===== config.mk =====
export PLATFORM = sky130hd
export DESIGN_NAME = dft_axil_initiator
export DESIGN_NICKNAME = d
export VERILOG_FILES = /design/src/rtl/dft_axil_pkg.sv /design/src/rtl/dft_axil_initiator.sv
export SDC_FILE = /design/constraint.sdc
export NUM_CORES = 1
export LEC_CHECK = 0
export ABC_AREA = 1
export BUFFER_PORTS_ARGS = -buffer_cell sky130_fd_sc_hd__buf_2
export CAP_MARGIN = 10
export CORE_ASPECT_RATIO = 1.5
export CORE_MARGIN = 3
export CORE_UTILIZATION = 50
export CTS_BUF_LIST = sky130_fd_sc_hd__clkbuf_4
export CTS_CLUSTER_DIAMETER = 30
export DETAILED_ROUTE_END_ITERATION = 16
export HOLD_SLACK_MARGIN = 0.08
export PLACE_DENSITY = 0.94
export SLEW_MARGIN = 0
export SYNTH_ARGS = -nofsm -noshare
export SYNTH_HDL_FRONTEND = slang
export SYNTH_SLANG_ARGS = --single-unit

===== constraint.sdc =====
create_clock -name AXI_M_ACLK -period 4 [get_ports AXI_M_ACLK]
set_input_delay 0.8 -clock AXI_M_ACLK [delete_from_list [all_inputs] [get_ports AXI_M_ACLK]]
set_output_delay 0.8 -clock AXI_M_ACLK [all_outputs]
set_load 0.01 [all_outputs]

===== src/rtl/dft_axil_pkg.sv =====
// Shared types and constants for the DFT AXI4-Lite initiator.
package dft_axil_pkg;

    typedef enum logic [2:0] {
        IDLE,
        WR_REQ,
        WR_RESP,
        RD_REQ,
        RD_RESP,
        RSP
    } axil_state_t;

    localparam logic [1:0] RESP_OKAY   = 2'b00;
    localparam logic [1:0] RESP_EXOKAY = 2'b01;
    localparam logic [1:0] RESP_SLVERR = 2'b10;
    localparam logic [1:0] RESP_DECERR = 2'b11;

endpackage


===== src/rtl/dft_axil_initiator.sv =====
// AXI4-Lite master: turns one command into one AXI-Lite transaction and returns
// its response in order. Single outstanding transaction, all outputs registered.
module dft_axil_initiator
    import dft_axil_pkg::*;
#(
    parameter int         ADDR_WIDTH = 24,
    parameter logic [2:0] PROT       = 3'b000
) (
    input  logic                  AXI_M_ACLK,
    input  logic                  AXI_M_ARESETn,
    input  logic                  CMD_VALID,
    output logic                  CMD_READY,
    input  logic                  CMD_WRITE,
    input  logic [ADDR_WIDTH-1:0] CMD_ADDR,
    input  logic [31:0]           CMD_WDATA,
    input  logic [3:0]            CMD_WSTRB,
    output logic                  RSP_VALID,
    input  logic                  RSP_READY,
    output logic                  RSP_WRITE,
    output logic [31:0]           RSP_RDATA,
    output logic [1:0]            RSP_RESP,
    output logic                  AXI_M_AWVALID,
    input  logic                  AXI_M_AWREADY,
    output logic [ADDR_WIDTH-1:0] AXI_M_AWADDR,
    output logic [2:0]            AXI_M_AWPROT,
    output logic                  AXI_M_WVALID,
    input  logic                  AXI_M_WREADY,
    output logic [31:0]           AXI_M_WDATA,
    output logic [3:0]            AXI_M_WSTRB,
    input  logic                  AXI_M_BVALID,
    output logic                  AXI_M_BREADY,
    input  logic [1:0]            AXI_M_BRESP,
    output logic                  AXI_M_ARVALID,
    input  logic                  AXI_M_ARREADY,
    output logic [ADDR_WIDTH-1:0] AXI_M_ARADDR,
    output logic [2:0]            AXI_M_ARPROT,
    input  logic                  AXI_M_RVALID,
    output logic                  AXI_M_RREADY,
    input  logic [31:0]           AXI_M_RDATA,
    input  logic [1:0]            AXI_M_RRESP
);

    axil_state_t           state, state_nxt;
    logic [ADDR_WIDTH-1:0] addr_q;
    logic [31:0]           wdata_q;
    logic [3:0]            wstrb_q;
    logic                  aw_done, w_done;
    logic                  cmd_acc, aw_hs, w_hs, aw_fin, w_fin;

    assign cmd_acc = CMD_VALID && CMD_READY;
    assign aw_hs   = AXI_M_AWVALID && AXI_M_AWREADY;
    assign w_hs    = AXI_M_WVALID && AXI_M_WREADY;
    // A channel counts as finished if it completed earlier or is completing now.
    assign aw_fin  = aw_done || aw_hs;
    assign w_fin   = w_done || w_hs;

    assign AXI_M_AWADDR = addr_q;
    assign AXI_M_ARADDR = addr_q;
    assign AXI_M_WDATA  = wdata_q;
    assign AXI_M_WSTRB  = wstrb_q;
    assign AXI_M_AWPROT = PROT;
    assign AXI_M_ARPROT = PROT;

    always_ff @(posedge AXI_M_ACLK or negedge AXI_M_ARESETn) begin
        if (!AXI_M_ARESETn) state <= IDLE;
        else                state <= state_nxt;
    end

    always_comb begin
        state_nxt = state;
        case (state)
            IDLE:    if (cmd_acc) state_nxt = CMD_WRITE ? WR_REQ : RD_REQ;
            WR_REQ:  if (aw_fin && w_fin) state_nxt = WR_RESP;
            WR_RESP: if (AXI_M_BVALID && AXI_M_BREADY) state_nxt = RSP;
            RD_REQ:  if (AXI_M_ARVALID && AXI_M_ARREADY) state_nxt = RD_RESP;
            RD_RESP: if (AXI_M_RVALID && AXI_M_RREADY) state_nxt = RSP;
            RSP:     if (RSP_VALID && RSP_READY) state_nxt = IDLE;
            default: state_nxt = IDLE;
        endcase
    end

    always_ff @(posedge AXI_M_ACLK or negedge AXI_M_ARESETn) begin
        if (!AXI_M_ARESETn) begin
            CMD_READY     <= 1'b0;
            RSP_VALID     <= 1'b0;
            RSP_WRITE     <= 1'b0;
            RSP_RDATA     <= '0;
            RSP_RESP      <= RESP_OKAY;
            AXI_M_AWVALID <= 1'b0;
            AXI_M_WVALID  <= 1'b0;
            AXI_M_BREADY  <= 1'b0;
            AXI_M_ARVALID <= 1'b0;
            AXI_M_RREADY  <= 1'b0;
            addr_q        <= '0;
            wdata_q       <= '0;
            wstrb_q       <= '0;
            aw_done       <= 1'b0;
            w_done        <= 1'b0;
        end else begin
            case (state)
                IDLE: begin
                    if (cmd_acc) begin
                        CMD_READY <= 1'b0;
                        addr_q    <= CMD_ADDR;
                        wdata_q   <= CMD_WDATA;
                        wstrb_q   <= CMD_WSTRB;
                        RSP_WRITE <= CMD_WRITE;
                        aw_done   <= 1'b0;
                        w_done    <= 1'b0;
                        if (CMD_WRITE) begin
                            AXI_M_AWVALID <= 1'b1;
                            AXI_M_WVALID  <= 1'b1;
                        end else begin
                            AXI_M_ARVALID <= 1'b1;
                        end
                    end else begin
                        CMD_READY <= 1'b1;
                    end
                end
                WR_REQ: begin
                    if (aw_hs) begin
                        AXI_M_AWVALID <= 1'b0;
                        aw_done       <= 1'b1;
                    end
                    if (w_hs) begin
                        AXI_M_WVALID <= 1'b0;
                        w_done       <= 1'b1;
                    end
                    if (aw_fin && w_fin) AXI_M_BREADY <= 1'b1;
                end
                WR_RESP: begin
                    if (AXI_M_BVALID && AXI_M_BREADY) begin
                        AXI_M_BREADY <= 1'b0;
                        RSP_RESP     <= AXI_M_BRESP;
                        RSP_RDATA    <= '0;
                    end
                end
                RD_REQ: begin
                    if (AXI_M_ARVALID && AXI_M_ARREADY) begin
                        AXI_M_ARVALID <= 1'b0;
                        AXI_M_RREADY  <= 1'b1;
                    end
                end
                RD_RESP: begin
                    if (AXI_M_RVALID && AXI_M_RREADY) begin
                        AXI_M_RREADY <= 1'b0;
                        RSP_RESP     <= AXI_M_RRESP;
                        RSP_RDATA    <= AXI_M_RDATA;
                    end
                end
                RSP: begin
                    // RSP_VALID follows the state by one edge so every output stays registered.
                    if (!RSP_VALID) begin
                        RSP_VALID <= 1'b1;
                    end else if (RSP_READY) begin
                        RSP_VALID <= 1'b0;
                        CMD_READY <= 1'b1;
                    end
                end
                default: ;
            endcase
        end
    end

endmodule


==> results.md <==
| Parameter | This run |
|:---|:---|
| Data required, critical path | 4.37 ns |
| Netlist Area Pre-Place | 0.00456 sq mm |
| Number of hold-repair buffers added at the cts stage | 0 |
| Slew headroom | 0.333 |
| Antenna violations before repair | 1 |
| Final Skew | 0.0176 ns |
| Total power | 4.28 mW |
| Placed wire-length estimate after detailed placement | 8.20 mm |
| Sum of negative setup slack | 0 ns |
| Initial core utilization | 0.514 |
| Largest cells by area after synthesis | dfrtp_1 59%, nand2_1 26%, buf_4 4.9% |
| Highest-count cells in the layout ignoring fill and taps | 317 x nand2_1, 230 x buf_2, 107 x dfrtp_1 |
| Max IR drop VDD | 0.000405 V |
| Top Family by Delay on Critical Path | buffers and inverters |
| Global-route wire length before repair | 17.3 mm |
| Residual overflow from global routing | 0 |
| Worst-case setup margin in the final layout | 1.98 ns |
| # diodes | 0 |
| Core outline area | 0.00888 sq mm |
| Highest net fanout along the worst path | 62 |
| Share of post-route cells with drive strength above 1 | 0.357 |
| Kind of end point of the critical path | flop |
| TritonCTS clock tree | built |
| Die ar. | 0.0103 sq mm |
| Count of mapped cells out of synthesis | 528 |
| Tcrit/Tclk final | 0.506 |
| DRT antenna net count | 0 |
| Number of port buffers | 231 |
| Biggest area consumer among synthesized cells | dfrtp_1 |
| Max frequency | 494 MHz |
| Cells along the critical path | inv_1 -> nand2_2 -> nor2_4 -> inv_2 -> nor2_1 -> o21ai_0 -> inv_1 |
| Most frequent standard cell in the layout excluding fill and tap cells | nand2_1 |
| Type of the worst setup path | flop to flop |
| Utilization of the core after routing | 0.636 |
| Average wire per cell in the routed design | 13.0 um |
| Unrepaired setup endpoints after global routing | no |
| Horizontal extent of the die | 84.0 um |
| Most common cell type on the critical path | inv_1 |
| Synth-to-Final Area Change | 23.9% |
| Row Count | 42 |
| Gates resized, CTS repair | 0 |
| Die Span Y | 123 um |
| Max-Cap Viols | 0 |
| Drt drc | 0 |
| Clock buffers created by TritonCTS | 9 |
| Number of DRC violations after detailed-routing iteration 0 | 143 |
| Maximum level of the CTS H-tree | 3 |
| Clock sink count | 107 |
| Buffer cell driving the clock tree root | clkbuf_4 |
| Dpl ws | 1.75 ns |
| Portion of the post-synthesis area used by sequential elements | 0.587 |
| Leakage | 3.51 nW |
| Power density over the cells | 757 mW/mm^2 |
| Clock latency on the worst-skew pair | 0.46 ns |
| Run status | finished clean |
| Setup-violating endpoint count in the final report | 0 |
| Post-layout nets | 833 |
| Unique cell type count in the Yosys netlist | 21 |
| Router iterations before antenna repair | 4 |
| Critical Path Slowest Stage Cell | inv_2 |
| GRT Resource Usage Total | 0.212 |
| Vias | 3,956 |
| I/O pin count | 238 |
| Ratio of routed vias to standard cells | 4.70 |
| Slowest stage delay, CP | 0.68 ns |
| CTS clk-pin slew, worst paths | 0.16 ns |
| Startpoint class of the critical path | flop |
| Fraction of post-synthesis cell area in the top cell type by area | 0.587 |
| Worst Path Buf+Inv | 3 |
| Setup Fix Bufs, Post-CTS | 0 |
| Syn_area_per_cell | 8.64 sq um |
| Post-route cell area | 0.00565 sq mm |
| Maximum number of pins on one net before global-route repair | 85 |
| Synthesized flop and latch total | 107 |
| Hold Crit Class | flop to flop |
| Least-Margin Pin Slew | 1.00 ns |
| Area post-placement | 0.00549 sq mm |
| Min Tclk post-route | 2.02 ns |
| Maximum number of buffers from clock root to sink | 2 |
| Layout fillers | 760 |
| Final number of max-transition violations | 0 |
| Detailed-route wire length | 10.9 mm |
| Warning count from the yosys run | 0 |
| Vias in the first global route | 3,680 |
| Global placer's final weighted congestion | 0.779 |
| Final hold vios | 0 |
| Arrival time worst endpoint | 2.39 ns |
layer usage:
layer  up-vias  share of wire  global-route usage
li1       1955              -                   -
met1      1807           0.38               0.235
met2       171           0.52               0.389
met3        21          0.080              0.0453
met4         2          0.022              0.0956
met5         -         0.0012                   0
cell type report:
type | instances | area, sq um | share of cell area
Clock buffer | 9 | 67.6 | 0.0120
Clock inverter | 7 | 98.8 | 0.0175
Multi-Input combinational cell | 359 | 1430 | 0.253
Inverter | 17 | 63.8 | 0.0113
Sequential cell | 107 | 2680 | 0.474
Tap cell | 110 | 138 | 0.0244
Timing Repair Buffer | 233 | 1170 | 0.208
synth_stat cells:
cell type	instances
a21oi_1	4
a21oi_2	1
a31oi_1	1
buf_2	7
buf_4	30
buf_6	13
conb_1	1
dfrtp_1	107
inv_1	14
inv_2	3
nand2_1	317
nand2_2	2
nand3_1	6
nand3_2	2
nand3_4	1
nand4_1	2
nor2_1	9
nor2_2	1
nor2_4	2
nor3_2	1
o21ai_0	4
worst min-delay path, delay by kind of cell, from the launching register on:
kind	cells	cell delay [ns]
AND/OR/NAND/NOR	2	0.10
flip-flops	1	0.37
power breakdown:
part | leakage [nW] | switching [mW] | internal, mW | total [mW]
combinational | 2.07 | 1.13 | 0.699 | 1.83
clock | 0.0821 | 0.352 | 0.258 | 0.610
sequential | 1.36 | 0.302 | 1.53 | 1.84
total | 3.51 | 1.79 | 2.49 | 4.28
final timing paths:
path / startpoint / end / slack, ns / cells past startpoint
worst min register to register: AXI_M_WDATA[31] / AXI_M_WDATA[31] / 0.49 / 2
min in group asynchronous: AXI_M_ARESETn / RSP_RDATA[6] / 0.50 / 1
worst max register to register: state[2] / AXI_M_ARVALID / 1.98 / 7
worst min-delay path: AXI_M_WDATA[31] / AXI_M_WDATA[31] / 0.49 / 2
worst max-delay path: state[2] / AXI_M_ARVALID / 1.98 / 7
max in group asynchronous: AXI_M_ARESETn / AXI_M_WDATA[14] / 2.58 / 2
per-stage QoR:
step                      instances  hold slack (ns)
after global placement          826            0.450
after floorplan                 533            0.493
after CTS                       842            0.487
after detailed placement        826            0.454
final                           842            0.488
after global routing            842            0.493
sequential cells by signal, summed over array words and instances (netlist names):
| register | cells |
|---|---|
| AXI_M_AWVALID | 1 |
| RSP_RDATA | 32 |
| AXI_M_BREADY | 1 |
| CMD_READY | 1 |
| AXI_M_RREADY | 1 |
| AXI_M_WSTRB | 4 |
| state | 3 |
| RSP_VALID | 1 |
| AXI_M_ARVALID | 1 |
| AXI_M_ARADDR | 24 |
| w_done | 1 |
| aw_done | 1 |
| AXI_M_WDATA | 32 |
| RSP_RESP | 2 |
| RSP_WRITE | 1 |
| AXI_M_WVALID | 1 |
cell families (layout without fill, tap and decap cells):
group | count (synthesis) | count (layout) | synth area share
AOI/OAI and AO/OA | 10 | 10 | 0.0121
buffers and inverters | 67 | 266 | 0.103
DFF | 107 | 107 | 0.587
other | 1 | 6 | 0.000822
and+or+nand+nor | 343 | 343 | 0.297
Power figures use the tool's default switching activity.
